`src/rtl/fprint_store.sv`:
```
// Per-task fingerprint store: per-core circular queues of CRC fingerprints with
// check-in tracking, presenting the tail pair of the task under comparison.
module fprint_store #(
    parameter int CRC_WIDTH     = 32,
    parameter int CRC_KEY_WIDTH = 4,
    parameter int CRC_KEY_SIZE  = 16,
    parameter int DEPTH_LOG2    = 2
) (
    input  logic                     clk,
    input  logic                     reset,
    input  logic                     fp_write0,
    input  logic                     fp_write1,
    input  logic [CRC_KEY_WIDTH-1:0] fp_task0,
    input  logic [CRC_KEY_WIDTH-1:0] fp_task1,
    input  logic [CRC_WIDTH-1:0]     fp_data0,
    input  logic [CRC_WIDTH-1:0]     fp_data1,
    input  logic                     task_done0,
    input  logic                     task_done1,
    input  logic [CRC_KEY_WIDTH-1:0] comp_task,
    input  logic                     comp_increment_tail_pointer,
    input  logic                     comp_reset_fprint_ready,
    input  logic                     comp_task_verified,
    output logic                     reset_fprint_ack,
    output logic                     fprint_reg_ack,
    output logic [CRC_KEY_SIZE-1:0]  fprints_ready,
    output logic [CRC_KEY_SIZE-1:0]  checkin,
    output logic [CRC_WIDTH-1:0]     fprint0,
    output logic [CRC_WIDTH-1:0]     fprint1,
    output logic                     head0_matches_head1,
    output logic                     tail0_matches_head0,
    output logic                     tail1_matches_head1,
    output logic                     overflow_error
);
    localparam int DEPTH = 1 << DEPTH_LOG2;
    localparam int PW    = DEPTH_LOG2 + 1;
    typedef logic [PW-1:0] ptr_t;

    logic [CRC_WIDTH-1:0] mem0 [CRC_KEY_SIZE][DEPTH];
    logic [CRC_WIDTH-1:0] mem1 [CRC_KEY_SIZE][DEPTH];
    ptr_t head0 [CRC_KEY_SIZE], tail0 [CRC_KEY_SIZE];
    ptr_t head1 [CRC_KEY_SIZE], tail1 [CRC_KEY_SIZE];
    ptr_t head0_n [CRC_KEY_SIZE], tail0_n [CRC_KEY_SIZE];
    ptr_t head1_n [CRC_KEY_SIZE], tail1_n [CRC_KEY_SIZE];
    logic [CRC_KEY_SIZE-1:0] done0, done1, ready_q;
    logic [CRC_KEY_SIZE-1:0] done0_n, done1_n, ready_n;

    logic fire_rst, fire_ver, kill0, kill1, full0, full1;
    logic wr0_ok, wr1_ok, ovf, inc0, inc1;

    assign fire_rst = comp_reset_fprint_ready & ~reset_fprint_ack;
    assign fire_ver = comp_task_verified & ~fprint_reg_ack;
    // A retire of the same task wins over any write or check-in this cycle
    assign kill0    = fire_ver & (fp_task0 == comp_task);
    assign kill1    = fire_ver & (fp_task1 == comp_task);
    assign full0    = (head0[fp_task0] - tail0[fp_task0]) == PW'(DEPTH);
    assign full1    = (head1[fp_task1] - tail1[fp_task1]) == PW'(DEPTH);
    assign wr0_ok   = fp_write0 & ~full0 & ~kill0;
    assign wr1_ok   = fp_write1 & ~full1 & ~kill1;
    assign ovf      = (fp_write0 & full0 & ~kill0) | (fp_write1 & full1 & ~kill1);
    assign inc0     = comp_increment_tail_pointer & ~fire_ver &
                      (head0[comp_task] != tail0[comp_task]);
    assign inc1     = comp_increment_tail_pointer & ~fire_ver &
                      (head1[comp_task] != tail1[comp_task]);

    always_comb begin
        head0_n = head0;
        tail0_n = tail0;
        head1_n = head1;
        tail1_n = tail1;
        done0_n = done0;
        done1_n = done1;
        ready_n = ready_q;
        if (wr0_ok) head0_n[fp_task0] = head0[fp_task0] + PW'(1);
        if (wr1_ok) head1_n[fp_task1] = head1[fp_task1] + PW'(1);
        if (inc0)   tail0_n[comp_task] = tail0[comp_task] + PW'(1);
        if (inc1)   tail1_n[comp_task] = tail1[comp_task] + PW'(1);
        if (task_done0 && !kill0) done0_n[fp_task0] = 1'b1;
        if (task_done1 && !kill1) done1_n[fp_task1] = 1'b1;
        if (fire_rst) ready_n[comp_task] = 1'b0;
        if (fire_ver) begin
            head0_n[comp_task] = '0;
            tail0_n[comp_task] = '0;
            head1_n[comp_task] = '0;
            tail1_n[comp_task] = '0;
            done0_n[comp_task] = 1'b0;
            done1_n[comp_task] = 1'b0;
            ready_n[comp_task] = 1'b0;
        end
        // Ready is judged on the post-write pointers of the written task
        for (int t = 0; t < CRC_KEY_SIZE; t++) begin
            if (((wr0_ok && fp_task0 == CRC_KEY_WIDTH'(t)) ||
                 (wr1_ok && fp_task1 == CRC_KEY_WIDTH'(t))) &&
                (head0_n[t] != tail0_n[t]) && (head1_n[t] != tail1_n[t]))
                ready_n[t] = 1'b1;
        end
    end

    always_ff @(posedge clk or posedge reset) begin
        if (reset) begin
            for (int t = 0; t < CRC_KEY_SIZE; t++) begin
                head0[t] <= '0;
                tail0[t] <= '0;
                head1[t] <= '0;
                tail1[t] <= '0;
            end
            done0            <= '0;
            done1            <= '0;
            ready_q          <= '0;
            overflow_error   <= 1'b0;
            reset_fprint_ack <= 1'b0;
            fprint_reg_ack   <= 1'b0;
        end else begin
            head0            <= head0_n;
            tail0            <= tail0_n;
            head1            <= head1_n;
            tail1            <= tail1_n;
            done0            <= done0_n;
            done1            <= done1_n;
            ready_q          <= ready_n;
            overflow_error   <= overflow_error | ovf;
            reset_fprint_ack <= fire_rst;
            fprint_reg_ack   <= fire_ver;
        end
    end

    // Fingerprint storage is not reset; only the pointers define validity
    always_ff @(posedge clk) begin
        if (wr0_ok) mem0[fp_task0][head0[fp_task0][DEPTH_LOG2-1:0]] <= fp_data0;
        if (wr1_ok) mem1[fp_task1][head1[fp_task1][DEPTH_LOG2-1:0]] <= fp_data1;
    end

    assign checkin             = done0 & done1;
    assign fprints_ready       = ready_q;
    assign fprint0             = mem0[comp_task][tail0[comp_task][DEPTH_LOG2-1:0]];
    assign fprint1             = mem1[comp_task][tail1[comp_task][DEPTH_LOG2-1:0]];
    assign head0_matches_head1 = head0[comp_task] == head1[comp_task];
    assign tail0_matches_head0 = tail0[comp_task] == head0[comp_task];
    assign tail1_matches_head1 = tail1[comp_task] == head1[comp_task];
endmodule

```
`config.mk`:
```
export PLATFORM = sky130hd
export DESIGN_NAME = fprint_store
export DESIGN_NICKNAME = d
export VERILOG_FILES = /design/src/rtl/fprint_store.sv
export SDC_FILE = /design/constraint.sdc
export NUM_CORES = 2
export LEC_CHECK = 0
export ABC_AREA = 0
export CAP_MARGIN = 20
export CORE_AREA = 2 2 642 644
export CTS_CLUSTER_SIZE = 40
export DETAILED_ROUTE_END_ITERATION = 8
export DIE_AREA = 0 0 644 646
export PLACE_DENSITY_LB_ADDON = 0.08
export SLEW_MARGIN = 20
export SYNTH_ARGS = -nofsm -noshare
export SYNTH_HDL_FRONTEND = slang
export SYNTH_SLANG_ARGS = --single-unit
```
`constraint.sdc`:
```
create_clock -name clk -period 8.1 [get_ports clk]
set_clock_uncertainty 0.2 [all_clocks]
set_input_delay 1.62 -clock clk [delete_from_list [all_inputs] [get_ports clk]]
set_output_delay 1.62 -clock clk [all_outputs]
set_load 0.05 [all_outputs]
```
-- After elaboration in Yosys (flattened, before gate mapping)
Memory sizes are Yosys's and may differ from the RTL's.
Cells that the tools add are included.
W data, S select, Z words.
- add/subtract/negate cells: 6
- $lt $le $gt $ge: 18
- eq/ne operators: 71
- multiplexer cells: 84
- bitwise gates (word level): 44
- reduce and logical (&&, ||, !) cells: 94
- operator list (cell ; number):
    $mux W48 ; 8
    $mux W128 ; 2
    $and A48 B48 Y48 ; 4
    $bwmux W48 ; 4
    $mux W32 ; 6
    $bmux W32 S2 ; 2
    $demux W32 S2 ; 2
    $ne A3 B3 Y1 ; 34
    $bmux W3 S4 ; 8
    $mux W16 ; 6
    $and A16 B16 Y16 ; 5
    $logic_and A1 B1 Y1 ; 74
    $eq A4 B4 Y1 const B ; 16
    $mux W3 ; 19
    $not A48 Y48 ; 1
    $demux W3 S4 ; 3
    $eq A4 B3 Y1 const B ; 8
    $or A16 B16 Y16 ; 2
    $mux W1 ; 21
    $eq A4 B2 Y1 const B ; 4
    $logic_or A1 B1 Y1 ; 16
    $not A16 Y16 ; 1
    $and A1 B1 Y1 ; 15
    $ge A5 B5 Y1 const B ; 3
    18 further kinds ; 53
- bits in registers: 243
- RAM bits: 4096
- input bits: 85
- logic and storage cells: 389
- memories: 2
- memories (name ; words ; width ; rd ports ; clocked after Yosys merged registers in ; wr ports ; line ; source):
    mem0 ; 16 ; 128 ; 1 ; 0 ; 1 ; 38 ; logic [CRC_WIDTH-1:0] mem0 [CRC_KEY_SIZE][DEPTH];
    mem1 ; 16 ; 128 ; 1 ; 0 ; 1 ; 39 ; logic [CRC_WIDTH-1:0] mem1 [CRC_KEY_SIZE][DEPTH];

-- Longest topological paths before layout
- depth after elaboration: 16
- depth in mapped cells: 20
- mapped depth without buffers: 15

-- Worst setup path before layout
OpenSTA, ideal clock, no wires.
- kind: input port to output port
- from: input port comp_task[0]
- to: output port fprint1[12]
- arrival time: 5.093 ns
- data required time: 6.280 ns
- path slack: 1.187 ns
- stages on the path: 11
- buffers on the path: 7
- cell sequence: buf_2 > buf_6 > buf_2 > buf_2 > buf_2 > buf_2 > buf_1 > mux4_2 > mux4_2 > mux2i_1 > o21ai_0
- word-level cells in the longest chain between the ends: 8
- RTL lines (what ; line ; source):
    start, declared ; 19 ; input logic [CRC_KEY_WIDTH-1:0] comp_task,
    $not A4 Y5 (implied by the code) ; 135 ; assign fprint1 = mem1[comp_task][tail1[comp_task][DEPTH_LOG2-1:0]];
    $bmux W3 S4 ; 135 ;
    $mux W3 (2 in a row) ; - ;
    $not A2 Y3 (implied by the code) ; 135 ;
    $bmux W32 S2 (*) ; 135 ;
    $mux W32 (implied by the code) (*) (2 in a row) ; 135 ;
    end, declared ; 28 ; output logic [CRC_WIDTH-1:0] fprint1,
Mark *: on every way between the ends. The rest lies on a longest branch, timed or not. The select of a mux whose other input is x is not followed.

-- Final worst setup path
- from: input port comp_task[0]
- to: output port head0_matches_head1
- word-level cells in the longest chain between the ends: 5
- RTL lines (what ; line ; source):
    $not A4 Y5 (implied by the code) (*) ; 136 ; assign head0_matches_head1 = head0[comp_task] == head1[comp_task];
    $bmux W3 S4 ; 136 ;
    $mux W3 (implied by the code) (2 in a row) ; 136 ;
    $eq A3 B3 Y1 (*) ; 136 ;
    end, declared ; 29 ; output logic head0_matches_head1,
Marked as above.

==> results by group <==
Run status
  – Status: complete, no violations

Clock network
  – Clock tree buffer depth: 4
  – TritonCTS Buffers: 458
  – Clock Sinks: 4339
  – Clk_lat worst skew: 1.02 ns
  – Clock transition at path regs: 0.06 ns
  – H-tree levels: 5
  – Post-cts sizing count: 0
  – Post-CTS Hold Buffers: 0
  – CTS Root Cell: clkbuf_16
  – CTS tree: done
  – Setup bufs post-CTS: 0

Logic synthesis
  – Syn. warnings: 0
  – Synth area leaders: edfxtp_1 72%, mux4_2 18%, dfrtp_1 3.6%, mux2i_1 0.64%, clkbuf_1 0.60%
  – Top cell type's share of synthesized area: 71.9%
  – Synth top cells by count: 4096 x edfxtp_1, 1383 x mux4_2, 274 x clkbuf_1, 243 x dfrtp_1, 166 x o21ai_0
  – Synth Cell Area: 0.171 mm2
  – Seq/Total Area, Yosys: 75.5%
  – Syn_nets: 7581
  – Post-Synthesis Cells: 7482
  – Syn Area/Cell: 22.9 um2
  – Count leader, synth: edfxtp_1
  – Cell taking the most area after synthesis: edfxtp_1
  – Count of cell types in the netlist: 64
  – Fraction of registers with async set/reset: 5.60%
  – Yosys reg bits: 4339
  – Post-synth EDFFs: 4096
  – Ys flop type: edfxtp_1

STA
  – Setup Viol. Count Final: 0
  – Max-slew violation count: 0
  – Final hold viol count: 0
  – Clock period minus worst slack: 7.50 ns
  – Fin Setup TNS: 0 ns
  – RSZ-0062 raised after global routing: false
  – Actual slew at the worst max-slew pin: 1.21 ns
  – Final setup margin: 0.597 ns
  – Slew HR: 18.5%
  – Max Clk Rate: 0.133 GHz
  – Tcrit/Tclk final: 92.6%

Die
  – Initial Utilization: 41.8%
  – I/O pins: 187
  – Die area: 0.416 mm2
  – Core ar.: 0.409 mm2
  – FP Rows: 235
  – Die W: 644 um
  – Die Ht: 646 um

Power
  – P_sw: 0.0136 W
  – Pwr per Cell Area: 267 mW/mm2
  – Clock Power Share: 38.3%
  – Combinational share of power: 12.8%
  – Sw Ratio: 25.9%
  – Internal power: 0.0390 W
  – Total power: 0.0526 W
  – Peak supply drop: 0.000280 V
  – Seq pwr share: 48.9%
  – Leak: 62.4 nW

Job
  – MaxCap Viol Count: 0

Global route
  – First-pass GRT wire length: 681000 um
  – Largest net degree at the start of global routing: 128
  – Grt total ovfl: 0
  – Vias in the first global route: 86500
  – Initial antenna violation count: 19
  – Gr usage total: 23.2%

Worst hold path
  – Min-Delay Path Class: flop to flop

Worst setup path
  – CP max FO: 76
  – Critical-path cell list: buf_16 -> buf_12 -> mux4_2 -> a22oi_1 -> nand2_1 -> xor2_1 -> nor3_1 -> buf_4 -> clkdlybuf4s50_1
  – Worst path max stage delay: 0.80 ns
  – Arrival time at the worst endpoint: 5.68 ns
  – Setup slack, reg-to-reg: 2.67 ns
  – Worst path required time: 6.28 ns
  – Critical Path End Type: output port
  – CP max stage cell: clkdlybuf4s50_1
  – Worst setup SP type: primary input
  – Crit Path Class: primary input to output port

Route
  – Wire per inst: 34.6 um
  – Post-route ant nets: 0
  – DR DRC count: 0
  – Routed WL: 484000 um
  – Vias per cell: 5.98
  – DRT Pass-1 Iters: 5
  – Initial DRC Count: 8803
  – Routed via count: 83600

Finish
  – Multi-input logic area: 0.0404 mm2
  – Final Util: 48.3%
  – Fill count: 33300
  – Area Growth Syn to Fin: 15.3%
  – Fraction of layout cells with a size suffix above 1: 32.6%
  – Final std cells w/o fill: 14000
  – Nets: 8229
  – Reg area: 0.129 mm2

Place
  – Gpl congestion: 0.861
  – Dpl cells: 13100
  – IO Port Bufs: 186
  – Setup WS pre-CTS: 0.625 ns
  – Post-DP HPWL: 279000 um
==> worst max-delay path, delay by kind of cell <==
kind | cells | cell delay [ns]
xor gates and xnor gates | 1 | 0.20
buffers and inverters | 4 | 1.78
and+or+nand+nor | 2 | 0.94
AOI/OAI and AO/OA | 1 | 0.34
muxes | 1 | 0.57
==> power by group through the flow <==
stage                     logic [W]  registers, W  clock network [W]
after detailed placement    0.00679        0.0262                  0
after global routing        0.00708        0.0258             0.0215
after CTS                   0.00680        0.0257             0.0206
after floorplan             0.00383        0.0261                  0
final                       0.00674        0.0258             0.0201
after global placement      0.00675        0.0262                  0
==> cell usage in the layout (no fill, tap or decap), drive strengths merged, types with 16 or more instances in the layout <==
| cell | count |
|---|---|
| a211oi | 20 |
| a21oi | 65 |
| a22o | 35 |
| a22oi | 24 |
| and2 | 151 |
| buf | 544 |
| bufinv | 28 |
| clkbuf | 585 |
| clkdlybuf4s50 | 51 |
| clkinv | 216 |
| dfrtp | 243 |
| edfxtp | 4096 |
| inv | 23 |
| mux2 | 67 |
| mux2i | 109 |
| mux4 | 1384 |
| nand2 | 158 |
| nand3 | 41 |
| nor2 | 148 |
| nor3 | 39 |
| nor4 | 20 |
| o21ai | 199 |
| o22ai | 16 |
| o2bb2ai | 17 |
| o311ai | 31 |
| xnor2 | 18 |
| xor2 | 104 |
==> final cells by class <==
type                            instances  share of cell area [%]
Timing Repair Buffer                  595                    3.30
Antenna cell                            5                 0.00634
Multi-Input combinational cell       2724                    20.5
Inverter                               12                  0.0247
Sequential cell                      4339                    65.5
Clock buffer                          585                    6.08
Clock inverter                        265                    1.18
Tap cell                             5451                    3.46
==> final timing paths <==
kind / startpoint / endpoint / depth (start not counted)
worst max-delay path: comp_task[0] / head0_matches_head1 / 9
worst min-delay path: reset_fprint_ack / reset_fprint_ack / 1
worst max register to register: tail0[0] / fprints_ready[15] / 11
worst min register to register: reset_fprint_ack / reset_fprint_ack / 1
max in group asynchronous: reset / head1[39] / 4
min in group asynchronous: reset / done1[7] / 3
==> routing by layer <==
| metal | GRT usage, % | vias to the layer above | share of wire, % |
|---|---|---|---|
| met1 | 35.0 | 46900 | 45 |
| met5 | 0 | - | 0.0089 |
| met3 | 3.51 | 609 | 5.8 |
| met4 | 5.47 | 8 | 2.5 |
| met2 | 35.7 | 2814 | 46 |
| li1 | - | 33200 | - |
==> per-stage QoR <==
| stage | hold WS [ns] | area [um2] |
|---|---|---|
| 2_1_floorplan | 0.254 | 171000 |
| 3_3_place_gp | 0.248 | 183000 |
| 3_5_place_dp | 0.250 | 183000 |
| 4_1_cts | 0.264 | 197000 |
| 5_1_grt | 0.294 | 197000 |
| 6_report | 0.257 | 197000 |
==> sequential cells by signal, indices dropped and copies added (netlist names), 48 cells and up <==
signal,cells
head1,48
mem1,2048
tail0,48
mem0,2048
tail1,48
head0,48
==> kinds of logic (layout without fill, tap and decap cells) <==
kind of cell	count (synthesis)	in the layout	synth area share [%]
DFF	4339	4339	75.5
muxes	1560	1560	19.3
and+or+nand+nor	593	593	1.84
AOI/OAI and AO/OA	435	435	1.62
buffers and inverters	419	1457	0.994
xor gates and xnor gates	122	122	0.638
adders and majority gates	14	14	0.102
other	0	5	0
Note: power is estimated with default switching activity, not from simulation.
